### src/rtl/audio_pkg.sv
// Shared encodings for the audio output mux: source selects, switch sequencer states
// and the default gain word width.
package audio_pkg;

    localparam int GAIN_W_DEF = 16;

    localparam logic [1:0] SRC_I2S    = 2'b00;
    localparam logic [1:0] SRC_INTERP = 2'b01;
    localparam logic [1:0] SRC_SINE   = 2'b10;
    localparam logic [1:0] SRC_EQ     = 2'b11;

    typedef enum logic [2:0] {
        IDLE,
        FADE_OUT,
        FLUSH,
        SETTLE,
        FADE_IN
    } state_t;

endpackage

### src/rtl/audio_src_switch_ctrl_gain_ramp.sv
// Saturating gain register for the source-switch sequencer: steps up or down by STEP,
// clamped to [0, unity], and flags both end points.
module gain_ramp #(
    parameter int GAIN_W = 16,
    parameter int STEP   = 256
) (
    input  logic              clk,
    input  logic              reset,
    input  logic              up,
    input  logic              down,
    output logic [GAIN_W-1:0] gain,
    output logic              at_zero,
    output logic              at_unity
);

    localparam logic [GAIN_W:0] UNITY  = (GAIN_W+1)'(1) << (GAIN_W - 1);
    // A step at or above unity collapses to a one-frame ramp.
    localparam logic [GAIN_W:0] STEP_C = (STEP >= (1 << (GAIN_W - 1))) ? UNITY : (GAIN_W+1)'(STEP);

    logic [GAIN_W-1:0] gain_reg;
    logic [GAIN_W-1:0] gain_next;
    logic [GAIN_W:0]   gain_ext;
    logic [GAIN_W:0]   sum;
    logic [GAIN_W:0]   diff;

    always_comb begin
        gain_ext  = {1'b0, gain_reg};
        sum       = gain_ext + STEP_C;
        diff      = gain_ext - STEP_C;
        gain_next = gain_reg;
        if (up) begin
            gain_next = (sum >= UNITY) ? UNITY[GAIN_W-1:0] : sum[GAIN_W-1:0];
        end else if (down) begin
            gain_next = (gain_ext <= STEP_C) ? '0 : diff[GAIN_W-1:0];
        end
    end

    always_ff @(posedge clk) begin
        if (reset) begin
            gain_reg <= '0;
        end else begin
            gain_reg <= gain_next;
        end
    end

    assign gain     = gain_reg;
    assign at_zero  = (gain_reg == '0);
    assign at_unity = ({1'b0, gain_reg} == UNITY);

endmodule

### src/rtl/audio_src_switch_ctrl.sv
// Click-free source-switch sequencer: fade out, flush mux, switch, settle muted, fade in.
// Define AUDIO_SWITCH_TIMEOUT_EN to force a step after TIMEOUT_CYCLES without a frame tick.
module audio_src_switch_ctrl
    import audio_pkg::*;
#(
    parameter int         GAIN_W         = GAIN_W_DEF,
    parameter int         STEP           = 256,
    parameter int         SETTLE_FRAMES  = 8,
    parameter logic [1:0] INIT_SELECT    = SRC_I2S,
    parameter int         TIMEOUT_CYCLES = 4096
) (
    input  logic              clk,
    input  logic              reset,
    input  logic [1:0]        req_select,
    input  logic              req_strobe,
    input  logic              frame_tick,
    output logic [1:0]        mux_select,
    output logic              mux_run,
    output logic [GAIN_W-1:0] gain,
    output logic              busy,
    output logic              switch_done
);

    localparam int CNT_W = $clog2(SETTLE_FRAMES + 1);

    state_t            state_reg;
    state_t            state_next;
    logic [1:0]        sel_reg;
    logic [1:0]        pend_sel_reg;
    logic              pending_reg;
    logic [CNT_W-1:0]  settle_cnt_reg;

    logic tick;
    logic redirect;
    logic ramp_up;
    logic ramp_down;
    logic flush;
    logic done;
    logic at_zero;
    logic at_unity;

    always_comb begin
        assert (STEP > 0 && SETTLE_FRAMES >= 1 && TIMEOUT_CYCLES >= 2);
    end

`ifdef AUDIO_SWITCH_TIMEOUT_EN
    localparam int TO_W = $clog2(TIMEOUT_CYCLES + 1);

    logic [TO_W-1:0] to_cnt_reg;
    logic            to_fire;

    assign to_fire = (to_cnt_reg == TO_W'(TIMEOUT_CYCLES - 1));
    assign tick    = frame_tick | to_fire;

    always_ff @(posedge clk) begin
        if (reset) begin
            to_cnt_reg <= '0;
        end else if (frame_tick || to_fire || (state_next != state_reg)) begin
            to_cnt_reg <= '0;
        end else begin
            to_cnt_reg <= to_cnt_reg + 1'b1;
        end
    end
`else
    assign tick = frame_tick;
`endif

    assign redirect = pending_reg && (pend_sel_reg != sel_reg);

    always_comb begin
        state_next = state_reg;
        ramp_up    = 1'b0;
        ramp_down  = 1'b0;
        flush      = 1'b0;
        done       = 1'b0;
        case (state_reg)
            IDLE: begin
                if (redirect) state_next = FADE_OUT;
            end
            FADE_OUT: begin
                if (at_zero) state_next = FLUSH;
                else         ramp_down  = tick;
            end
            FLUSH: begin
                flush      = 1'b1;
                state_next = SETTLE;
            end
            SETTLE: begin
                // Gain is already zero, so a differing request can re-flush immediately.
                if (redirect)                 state_next = FLUSH;
                else if (settle_cnt_reg == '0) state_next = FADE_IN;
            end
            FADE_IN: begin
                if (redirect) begin
                    state_next = FADE_OUT;
                end else if (at_unity) begin
                    state_next = IDLE;
                    done       = 1'b1;
                end else begin
                    ramp_up = tick;
                end
            end
            default: state_next = IDLE;
        endcase
    end

    always_ff @(posedge clk) begin
        if (reset) begin
            state_reg      <= FADE_IN;
            sel_reg        <= INIT_SELECT;
            pend_sel_reg   <= INIT_SELECT;
            pending_reg    <= 1'b0;
            settle_cnt_reg <= '0;
        end else begin
            state_reg <= state_next;
            if (flush) sel_reg <= pend_sel_reg;

            // Last request wins; in IDLE a request for the current source is dropped.
            if (req_strobe) begin
                pend_sel_reg <= req_select;
                pending_reg  <= !((state_reg == IDLE) && (req_select == sel_reg));
            end else if (flush || ((state_reg == IDLE) && !redirect)) begin
                pending_reg <= 1'b0;
            end

            if (flush) begin
                settle_cnt_reg <= CNT_W'(SETTLE_FRAMES);
            end else if ((state_reg == SETTLE) && tick && (settle_cnt_reg != '0)) begin
                settle_cnt_reg <= settle_cnt_reg - 1'b1;
            end
        end
    end

    gain_ramp #(
        .GAIN_W (GAIN_W),
        .STEP   (STEP)
    ) u_gain_ramp (
        .clk      (clk),
        .reset    (reset),
        .up       (ramp_up),
        .down     (ramp_down),
        .gain     (gain),
        .at_zero  (at_zero),
        .at_unity (at_unity)
    );

    assign mux_select  = sel_reg;
    assign mux_run     = (state_reg != FLUSH);
    assign busy        = (state_reg != IDLE);
    assign switch_done = done;

endmodule
### config.mk
export PLATFORM = sky130hd
export DESIGN_NAME = audio_src_switch_ctrl
export DESIGN_NICKNAME = d
export VERILOG_FILES = /design/src/rtl/audio_pkg.sv /design/src/rtl/audio_src_switch_ctrl_gain_ramp.sv /design/src/rtl/audio_src_switch_ctrl.sv
export SDC_FILE = /design/constraint.sdc
export NUM_CORES = 1
export LEC_CHECK = 0
export CORE_AREA = 2 2 53 55
export DETAILED_ROUTE_END_ITERATION = 8
export DIE_AREA = 0 0 55 57
export GPL_ROUTABILITY_DRIVEN = 0
export PLACE_DENSITY = 0.82
export SYNTH_ARGS = -nofsm -noshare
export SYNTH_HDL_FRONTEND = slang
export SYNTH_SLANG_ARGS = --single-unit
### constraint.sdc
create_clock -name clk -period 3.15 [get_ports clk]
set_input_delay 0.63 -clock clk [delete_from_list [all_inputs] [get_ports clk]]
set_output_delay 0.63 -clock clk [all_outputs]
set_load 0.01 [all_outputs]
======== Word-level counts from Yosys, hierarchy flattened ========
Index checks and enable logic that the tools add are counted.
storage, ports and cells
  register bits ........................... 28
  bits of input ports ..................... 6
  output and inout bits ................... 21
  logic and storage cells ................. 66
operators by class
  add/subtract/negate cells ............... 3
  $lt $le $gt $ge ......................... 2
  equality and inequality tests ........... 12
  muxes and demuxes ....................... 24
  reductions and logical operators ........ 18
operator list
  cell                                                                 number
  2-to-1 mux 16 bit                                                    4
  2-to-1 mux 3 bit                                                     6
  adder 16 x 9 -> 17 bit, second input constant                        1
  greater-or-equal comparator 17 x 16 -> 1 bit, second input constant  1
  == test 16 bit, second input constant                                1
  <= comparator 16 x 9 -> 1 bit, second input constant                 1
  logical NOT 16 bit                                                   1
  subtractor 16 x 9 -> 16 bit, second input constant                   1
  case mux 3 bit (5 select lines)                                      1
  2-to-1 mux 1 bit                                                     11
  2-to-1 mux 4 bit                                                     2
  == test 3 x 2 -> 1 bit, second input constant                        2
  inequality test 3 bit, second input constant                         2
  nonzero test 2 bit                                                   3
  logical AND 1 bit                                                    5
  logical NOT 4 bit                                                    1
  inequality test 2 bit, second input constant                         2
  AND reduction 4 bit                                                  1
  nonzero test 4 bit                                                   1
  subtractor 4 x 1 -> 4 bit, second input constant                     1
  == test 3 x 1 -> 1 bit, second input constant                        1
  == test 3 bit, second input constant                                 1
  logical NOT 3 bit                                                    1
  inequality test 3 x 2 -> 1 bit, second input constant                1
  other kinds (6)                                                      7

======== Depth between registers and ports, before layout ========
Gate-level depths: netlist of the first run.
  depth in word-level cells ............... 7
  depth in mapped cells ................... 7
  gate-level depth less buffers ........... 7

======== Hierarchy ========
A second synthesis of the first run with hierarchy kept.
second synthesis, totals
  cells, all modules ...................... 192
  area total of the unflattened synthesis .. 1582.8 µm²
modules (own cells, without submodules)
  module                 instances  cells each  area each (µm²)  sequential area each (µm²)
  gain_ramp              1          112         887.1            160.2
  audio_src_switch_ctrl  1          80          695.7            240.2

======== Worst setup path before layout of the first run ========
OpenSTA, ideal clock, no wires.
  path type ............................... reg-to-reg
  start point ............................. register u_gain_ramp.gain_reg[10], in the netlist u_gain_ramp.gain[10]
  end point ............................... register u_gain_ramp.gain_reg[10], in the netlist u_gain_ramp.gain[10]
  library setup time ...................... 0.117 ns
  arrival time ............................ 1.945 ns
  required time ........................... 3.033 ns
  slack ................................... 1.088 ns
  cell stages (with the launch flop) ...... 7
  buffers on the path ..................... 2
  clock period less this slack ............ 2.062 ns
  cells stage by stage .................... dfxtp_1 > buf_6 > or4_4 > buf_6 > or4_4 > o2bb2ai_1 > a22o_1
on the way
  word-level cells in the longest chain between the ends .. 5
  elaborated cells on any way between the ends .. 16
  classes of those cells .................. add/sub: 2; order compare: 2; eq/ne: 1; mux: 9; reduce/logical: 2
RTL lines
  what                                                            line                                   source
  start: declaration                                              audio_src_switch_ctrl_gain_ramp.sv:20  logic [GAIN_W-1:0] gain_reg;
  start signal: assignment                                        audio_src_switch_ctrl_gain_ramp.sv:42  gain_reg <= gain_next;
  branches (longest 5 deep; another with adder 16 x 9 -> 17 bit)  n/a
Parallel ways; which one is timed is not known. The select of a mux whose other input is x is not followed.
A chain may end at the register's enable or synchronous reset.

======== Worst setup path in the final report of the first run ========
  start point ............................. register u_gain_ramp.gain_reg[10], in the netlist u_gain_ramp.gain[10]
  end point ............................... output switch_done
on the way
  word-level cells in the longest chain between the ends .. 4
RTL lines
  what              line                                   source
  == test 16 bit    audio_src_switch_ctrl_gain_ramp.sv:48  assign at_unity = ({1'b0, gain_reg} == UNITY);
  2-to-1 mux 1 bit  audio_src_switch_ctrl.sv:96            end else if (at_unity) begin
  2-to-1 mux 1 bit  audio_src_switch_ctrl.sv:94            if (redirect) begin
  2-to-1 mux 1 bit  audio_src_switch_ctrl.sv:76            case (state_reg)
  end: declaration  audio_src_switch_ctrl.sv:21            output logic switch_done
No other way between the ends.

==> results of run 1 <==
## power by group through the flow
stage                     logic, uW  clock network (uW)  registers [uW]
after floorplan                 108                   0             283
after global placement          144                   0             285
after detailed placement        150                   0             285
after CTS                       150                 218             280
after global routing            167                 228             283
final                           153                 215             280
## worst max-delay path, stage by stage, from the launching register on
cell             delay (ps)
dfxtp_1                 430
nor4_1                  380
nand4b_1                220
nor2_1                  130
clkdlybuf4s50_1         540
## placed cells by master (no fill, tap or decap), types with 5 or more instances in the layout
| master | instances |
|---|---|
| nor2_1 | 16 |
| inv_1 | 7 |
| nand4_1 | 5 |
| nor3_1 | 13 |
| a21oi_1 | 7 |
| dfxtp_1 | 20 |
| ha_1 | 5 |
| and3_1 | 6 |
| conb_1 | 8 |
| nand2_1 | 9 |
| xnor2_1 | 6 |
| clkdlybuf4s50_1 | 18 |
## metal layers
layer | routed length, um | up-vias | global-route usage [%]
li1 | - | 617 | -
met1 | 1280 | 585 | 27.9
met2 | 1560 | 60 | 36.7
met3 | 206 | 2 | 2.36
met4 | 15 | 0 | 8.36
met5 | 0 | - | 0
## metrics by stage
stage	hold WS [ps]	total power (uW)
after floorplan	456	391
after global placement	470	429
after detailed placement	477	435
after CTS	495	648
after global routing	532	678
final	489	647
## logic make-up after synthesis
group,after synthesis,share of synthesized area [%]
other,1,0.277
multiplexers,3,2.22
XOR/XNOR,10,6.46
adder cells (fa/ha/maj),5,4.62
buffers and inverters,23,9.79
AND/OR/NAND/NOR,80,33.5
flip-flops,20,29.5
AO/OA/AOI/OAI,26,13.6
## path summary, 6_finish.rpt
check | cells after the start | from | endpoint
max reg2reg | 7 | u_gain_ramp.gain[8]$_SDFFE_PP0P_ | u_gain_ramp.gain[10]$_SDFFE_PP0P_
max | 4 | u_gain_ramp.gain[10]$_SDFFE_PP0P_ | switch_done
min reg2reg | 2 | pend_sel_reg[1]$_SDFFE_PP0P_ | mux_select[1]$_SDFFE_PP0P_
min | 2 | pend_sel_reg[1]$_SDFFE_PP0P_ | mux_select[1]$_SDFFE_PP0P_
## cell type report
cell class | instances | area [um^2]
clock buffer | 3 | 22.5
clock inverter | 1 | 30.0
tap | 31 | 38.8
timing repair buffer | 21 | 203
inverter | 7 | 26.3
sequential | 20 | 400
fill | 234 | 1050
multi-input combinational | 132 | 848
==> flow_metrics.tcl, run 1 <==
set metrics [dict create \
    layout_worst_path_cycle_share_pct 83.4 \
    grt_pass1_vias 1273 \
    p_int_uw 462 \
    via_per_inst 5.88 \
    area_growth_syn_to_layout_pct 15.8 \
    postRouteAntennaNets 0 \
    overflow 0 \
    dieHeight_um 57 \
    num_io_pins 27 \
    dp.cells 211 \
    cts_resized 0 \
    yosys.cell_count.top_type "dfxtp_1" \
    cts_hold_buf 0 \
    cts_made_buffers 3 \
    io_buffer_count 18 \
    p_leak_uw 0.000613 \
    core_area_mm2 0.00262 \
    largest_register_ff_count 8 \
    ys_async_sr_fraction_pct 0 \
    seq_area_frac_synth_pct 29.5 \
    status "finished clean" \
    synthTopCellsByCount "dfxtp_1 (20), nor2_1 (16), nor3_1 (13)" \
    h-tree-depth 1 \
    synth_cell_types 50 \
    fin_util_pct 60.0 \
    fin_cells 215 \
    grt_antenna_before_repair 0 \
    tritoncts "yes" \
    p_sw_share_pct 28.5 \
    slew_viol_final 0 \
    stdcell_area_mm2 0.00157 \
    power.net_switching_uw 185 \
    numClockSinks 20 \
    ys_ff_latch 20 \
    grt_pass1_wl_mm 5.26 \
    cap_violations 0 \
    die_x_um 55 \
    synth_area_leaders "dfxtp_1 (30%), nor3_1 (4.8%), ha_1 (4.6%), buf_4 (4.4%), nor2_1 (4.4%)" \
    globalRouteTotalUtil_pct 21.8 \
    synthCells 168 \
    layout-drive-gt1-share_pct 7.61 \
    place_hpwl_mm 2.27 \
    finalSetupTns_ps 0 \
    start_util_pct 51.8 \
    routedWlPerCell_um 14.2 \
    dr.pass1.iters 4 \
    pwr-share-comb_pct 23.6 \
    hold_path.class "reg -> reg" \
    fin_nets 196 \
    timing.fmax_ghz 0.380 \
    crit_type "reg -> out" \
    diodes 0 \
    ff2ff_setup_slack_ps 1000 \
    clk_transition_reported_paths_ps 130 \
    post_cts_buffers 0 \
    setup-violations-final 0 \
    power_frac_seq_pct 43.2 \
    placed_area_mm2 0.00152 \
    drt_iter0_drc 39 \
    clockPowerShare_pct 33.2 \
    vdd_drop_max_mv 0.314 \
    synth_ff_type "dfxtp_1" \
    cp-end-kind "output pin" \
    syn_area_mm2 0.00136 \
    crit_path_start_kind "flop" \
    insertion_delay_ps 300 \
    cp_max_fo 11 \
    vias 1264 \
    layout_setup_ws_ps 521 \
    die-area_mm2 0.00314 \
    synth_top_area_share_pct 29.5 \
    cts_root_buf "clkbuf_4" \
    yosys.area.top_type "dfxtp_1" \
    clock_path_buffers 2 \
    skew_ps 5.53 \
    drc 0 \
    synth-edff-count 0 \
    crit_arrival_ps 2000 \
    dp_slack_ps 707 \
    finalHoldViolCount 0 \
    std_cell_rows 19 \
    period_minus_slack_ps 2630 \
    powerDensity_mw_per_mm2 412 \
    crit_required_ps 2520 \
    ys.warnings.count 0 \
    syn_area_per_cell_um2 8.07 \
    rsz0062_at_grt "false" \
    grt_max_degree 19 \
    wirelength_mm 3.06 \
]
Note: power is estimated with default switching activity, not from simulation.
==> run 2, diff against run 1 <==
Settings changed: CORE_AREA 2 2 53 55 to 2 2 55 57, DIE_AREA 0 0 55 57 to 0 0 57 59, PLACE_DENSITY 0.82 to 0.77.
Clock period 3.15 ns to 2.75 ns, I/O delays scaled along.
==> run 2 against run 1 <==
  * Cell count increased by 0.47%
  * Via count about the same
  * First-iteration DRC count increased by 33%
  * Global-route usage decreased by 3.3 points
  * Sequential share of layout area decreased by 0.22 points
  * Core utilization decreased by 1.6 points
  * Largest power group unchanged
==> flow_metrics.tcl, run 2 (synthesized netlist as in run 1, its figures left out) <==
set metrics [dict create \
    status "finished clean" \
    die_x_um 57 \
    io_buffer_count 18 \
    start_util_pct 50.0 \
    drt_iter0_drc 52 \
    cts_hold_buf 0 \
    final-seq-area_um2 400 \
    cts_root_buf "clkbuf_4" \
    grt_pass1_wl_mm 4.95 \
    period_minus_slack_ps 2590 \
    fillerInstances 257 \
    dr.pass1.iters 4 \
    postRouteAntennaNets 0 \
    final_common_cell "dfxtp_1" \
    finalSetupTns_ps 0 \
    layout-drive-gt1-share_pct 8.65 \
    clock_path_buffers 2 \
    slew_viol_final 0 \
    clk_transition_reported_paths_ps 120 \
    diodes 0 \
    insertion_delay_ps 310 \
    place_hpwl_mm 2.28 \
    post_cts_buffers 0 \
    num_io_pins 27 \
    core_area_mm2 0.00271 \
    critical_path.cell_chain "nor4_2 -> nand4b_1 -> nor2_1 -> clkdlybuf4s50_1" \
    grt_max_degree 15 \
    timing.fmax_ghz 0.386 \
    cp_top_family "simple AND/OR/NAND/NOR gates" \
    cts_made_buffers 3 \
    tritoncts "yes" \
    grt_pass1_vias 1126 \
    cap_violations 0 \
    crit_path_top_delay_cell "clkdlybuf4s50_1" \
    cp-end-kind "output pin" \
    rsz0062_at_grt "false" \
    overflow 0 \
    p_leak_uw 0.000620 \
    crit_required_ps 2200 \
    cp_max_fo 9 \
    h-tree-depth 1 \
    wirelength_mm 3.04 \
    finalHoldViolCount 0 \
    total_power_uw 740 \
    drc 0 \
    crit_path_max_incr_delay_ps 550 \
    std_cell_rows 19 \
    layout_common_cells "dfxtp_1 (20), clkdlybuf4s50_1 (18), nor2_1 (16)" \
    largest_register_ff_count 8 \
    dieHeight_um 59 \
    layout_worst_path_cycle_share_pct 94.2 \
    setup-violations-final 0 \
    skew_ps 5.45 \
    critical_path_buf_inv_count 1 \
    fin_nets 197 \
    vias 1263 \
    crit_path_start_kind "flop" \
    hold_path.class "reg -> reg" \
    via_per_inst 5.85 \
    crit_arrival_ps 2040 \
    vdd_drop_max_mv 0.436 \
    cts_resized 0 \
    crit_type "reg -> out" \
    multi_input_area_um2 855 \
    grt_antenna_before_repair 0 \
    die-area_mm2 0.00336 \
    area_growth_syn_to_layout_pct 16.8 \
    numClockSinks 20 \
    powerDensity_mw_per_mm2 467 \
    routedWlPerCell_um 14.1 \
    globalRouteTotalUtil_pct 18.6 \
]
==> run 2: layout make-up <==
type,instances,share of cell area [%]
sequential,20,25.3
clock buffer,3,1.42
clock inverter,1,1.90
tap,31,2.45
multi-input combinational,132,54.0
inverter,7,1.66
timing repair buffer,22,13.3
==> run 2: layer usage <==
layer  wire (um)  vias up  global-route usage, %
met2        1490       42                   32.8
li1            -      617                      -
met4          24        0                   3.65
met3         200        4                   5.02
met1        1320      600                   22.8
met5           0        -                      0
==> run 2: worst reg2reg max path, delay by kind of cell, from the launching register on <==
kind	cells	cell delay [ps]
adders and majority gates	1	190
buffers and inverters	1	120
DFF	1	380
and+or+nand+nor	2	680
AOI/OAI and AO/OA	3	670
==> run 2: final timing paths <==
path | startpoint | end | cells after the start | slack [ps]
worst max-delay path | u_gain_ramp.gain[11]$_SDFFE_PP0P_ | switch_done | 4 | 160
worst min-delay path | pend_sel_reg[1]$_SDFFE_PP0P_ | mux_select[1]$_SDFFE_PP0P_ | 2 | 500
worst max register to register | u_gain_ramp.gain[9]$_SDFFE_PP0P_ | u_gain_ramp.gain[10]$_SDFFE_PP0P_ | 7 | 620
worst min register to register | pend_sel_reg[1]$_SDFFE_PP0P_ | mux_select[1]$_SDFFE_PP0P_ | 2 | 500
==> run 2: power breakdown <==
group	switching, uW	internal (uW)	total [uW]
Sequential	17.8	302	320
Clock	98.5	147	246
Combinational	93.3	80.8	174
==> run 2: metrics by stage <==
step                area, um^2  setup WS [ps]  hold slack [ps]  utilization, %  cells
floorplan                 1380            688              456               -    175
global placement          1520            467              468            56.2    212
detailed placement        1520            389              476            56.2    212
CTS                       1580            108              497            58.2    216
global route              1580           64.1              524            58.4    216
finish                    1580            159              496            58.4    216
==> run 3, diff against run 2 <==
Settings changed: CORE_AREA 2 2 55 57 to 2 2 63 65, DIE_AREA 0 0 57 59 to 0 0 65 67, PLACE_DENSITY 0.77 to default.
Clock period 2.75 ns to 2.95 ns, I/O delays scaled along.
==> run 3 against run 2 <==
  * Die area increased by 29%
  * Clock power fell by 29%
  * Final area grew 0.24%
  * Core utilization decreased by 14 points
  * Via count decreased by 4.2%
  * Critical path type unchanged
  * Largest power group unchanged
==> flow_metrics.tcl, run 3 (synthesized netlist as in run 1, its figures left out) <==
set metrics [dict create \
    slew_viol_final 0 \
    grt_pass1_wl_mm 5.07 \
    globalRouteTotalUtil_pct 14.7 \
    cp_max_fo 9 \
    h-tree-depth 1 \
    grt_max_degree 15 \
    final_common_cell "dfxtp_1" \
    place_hpwl_mm 2.34 \
    dieHeight_um 67 \
    hold_path.class "reg -> reg" \
    numClockSinks 20 \
    core_area_mm2 0.00361 \
    io_buffer_count 18 \
    postRouteAntennaNets 0 \
    holdWs_ps 481 \
    cts_made_buffers 3 \
    vdd_drop_max_mv 0.216 \
    cts_hold_buf 0 \
    post_cts_buffers 0 \
    overflow 0 \
    crit_arrival_ps 1930 \
    clk_transition_reported_paths_ps 70 \
    hold_start "pend_sel_reg[1]$_SDFFE_PP0P_" \
    tritoncts "yes" \
    num_io_pins 27 \
    dr.pass1.iters 4 \
    diodes 0 \
    worstReg2RegEnd "u_gain_ramp.gain[15]$_SDFFE_PP0P_" \
    p_leak_uw 0.000612 \
    finalHoldViolCount 0 \
    clock_path_buffers 2 \
    regToRegStartpoint "u_gain_ramp.gain[8]$_SDFFE_PP0P_" \
    grt_antenna_before_repair 0 \
    area_growth_syn_to_layout_pct 17.1 \
    largest_register_ff_count 8 \
    period_minus_slack_ps 2520 \
    finalSetupTns_ps 0 \
    grt_pass1_vias 1157 \
    die-area_mm2 0.00436 \
    crit_required_ps 2360 \
    cts_root_buf "clkbuf_8" \
    vias 1210 \
    ff2ff_setup_slack_ps 850 \
    start_util_pct 37.6 \
    placed_area_mm2 0.00155 \
    r2r_cells 7 \
    powerDensity_mw_per_mm2 400 \
    status "finished clean" \
    setup-violations-final 0 \
    layout-drive-gt1-share_pct 7.61 \
    layout_common_cells "dfxtp_1 (20), clkdlybuf4s50_1 (18), nor2_1 (16)" \
    die_x_um 65 \
    drt_iter0_drc 40 \
    insertion_delay_ps 250 \
    min_to "mux_select[1]$_SDFFE_PP0P_" \
    cts_resized 0 \
    routedWlPerCell_um 13.0 \
    cap_violations 0 \
    fin_nets 197 \
    drc 0 \
    cp-end-kind "output pin" \
    skew_ps 7.40 \
    hold_path_depth 2 \
    std_cell_rows 22 \
    crit_type "reg -> out" \
    crit_path_start_kind "flop" \
    rsz0062_at_grt "false" \
    timing.fmax_ghz 0.396 \
    wirelength_mm 3.01 \
    stdcell_area_mm2 0.00159 \
    layout_worst_path_cycle_share_pct 85.5 \
    via_per_inst 5.22 \
]
-- run 3: per-stage QoR --
step	util [%]	worst slack [ps]	total power (uW)	instances
floorplan	-	888	418	175
global placement	42.9	610	462	229
detailed placement	42.9	529	465	229
CTS	44.0	427	642	232
global route	44.0	216	675	232
finish	44.0	427	635	232
-- run 3: worst max path at each step --
stage               slack (ps)  depth (start not counted)                         startpoint                                end
finish                     430                          4  u_gain_ramp.gain[11]$_SDFFE_PP0P_                        switch_done
CTS                        430                          4  u_gain_ramp.gain[11]$_SDFFE_PP0P_                        switch_done
detailed placement         530                          6                         frame_tick   u_gain_ramp.gain[9]$_SDFFE_PP0P_
global route               220                          4  u_gain_ramp.gain[11]$_SDFFE_PP0P_                        switch_done
floorplan                  890                          6  u_gain_ramp.gain[10]$_SDFFE_PP0P_  u_gain_ramp.gain[10]$_SDFFE_PP0P_
global placement           610                          6                         frame_tick   u_gain_ramp.gain[9]$_SDFFE_PP0P_
-- run 3: report_power, final --
| group | internal (uW) | leakage (uW) | switching, uW |
|---|---|---|---|
| sequential | 281 | 0.000162 | 16.9 |
| combinational | 75.1 | 0.000428 | 86.4 |
| clock | 90.8 | 0.0000216 | 84.0 |
| total | 447 | 0.000612 | 187 |
-- run 3: area by class of cell --
cell class | instances | area, um^2
repair buffers | 22 | 210
multi-input cells | 132 | 848
well taps | 48 | 60.1
clock buffers | 3 | 41.3
fillers | 369 | 2020
inverters | 7 | 26.3
flip-flops and latches | 20 | 400
-- run 3: routing by layer --
metal | share of wire [%] | track usage, % | up-vias
met5 | 0 | 0 | -
met4 | 0.60 | 3.72 | 0
met3 | 4.2 | 2.70 | 2
met2 | 50 | 26.2 | 34
met1 | 45 | 18.3 | 558
li1 | - | - | 616
-- run 3: worst max-delay path, cell delays in order (launching register included) --
cell and delay [ps]:
dfxtp_1 390, nor4_1 380, nand4b_1 220, nor2_1 150, clkdlybuf4s50_1 540
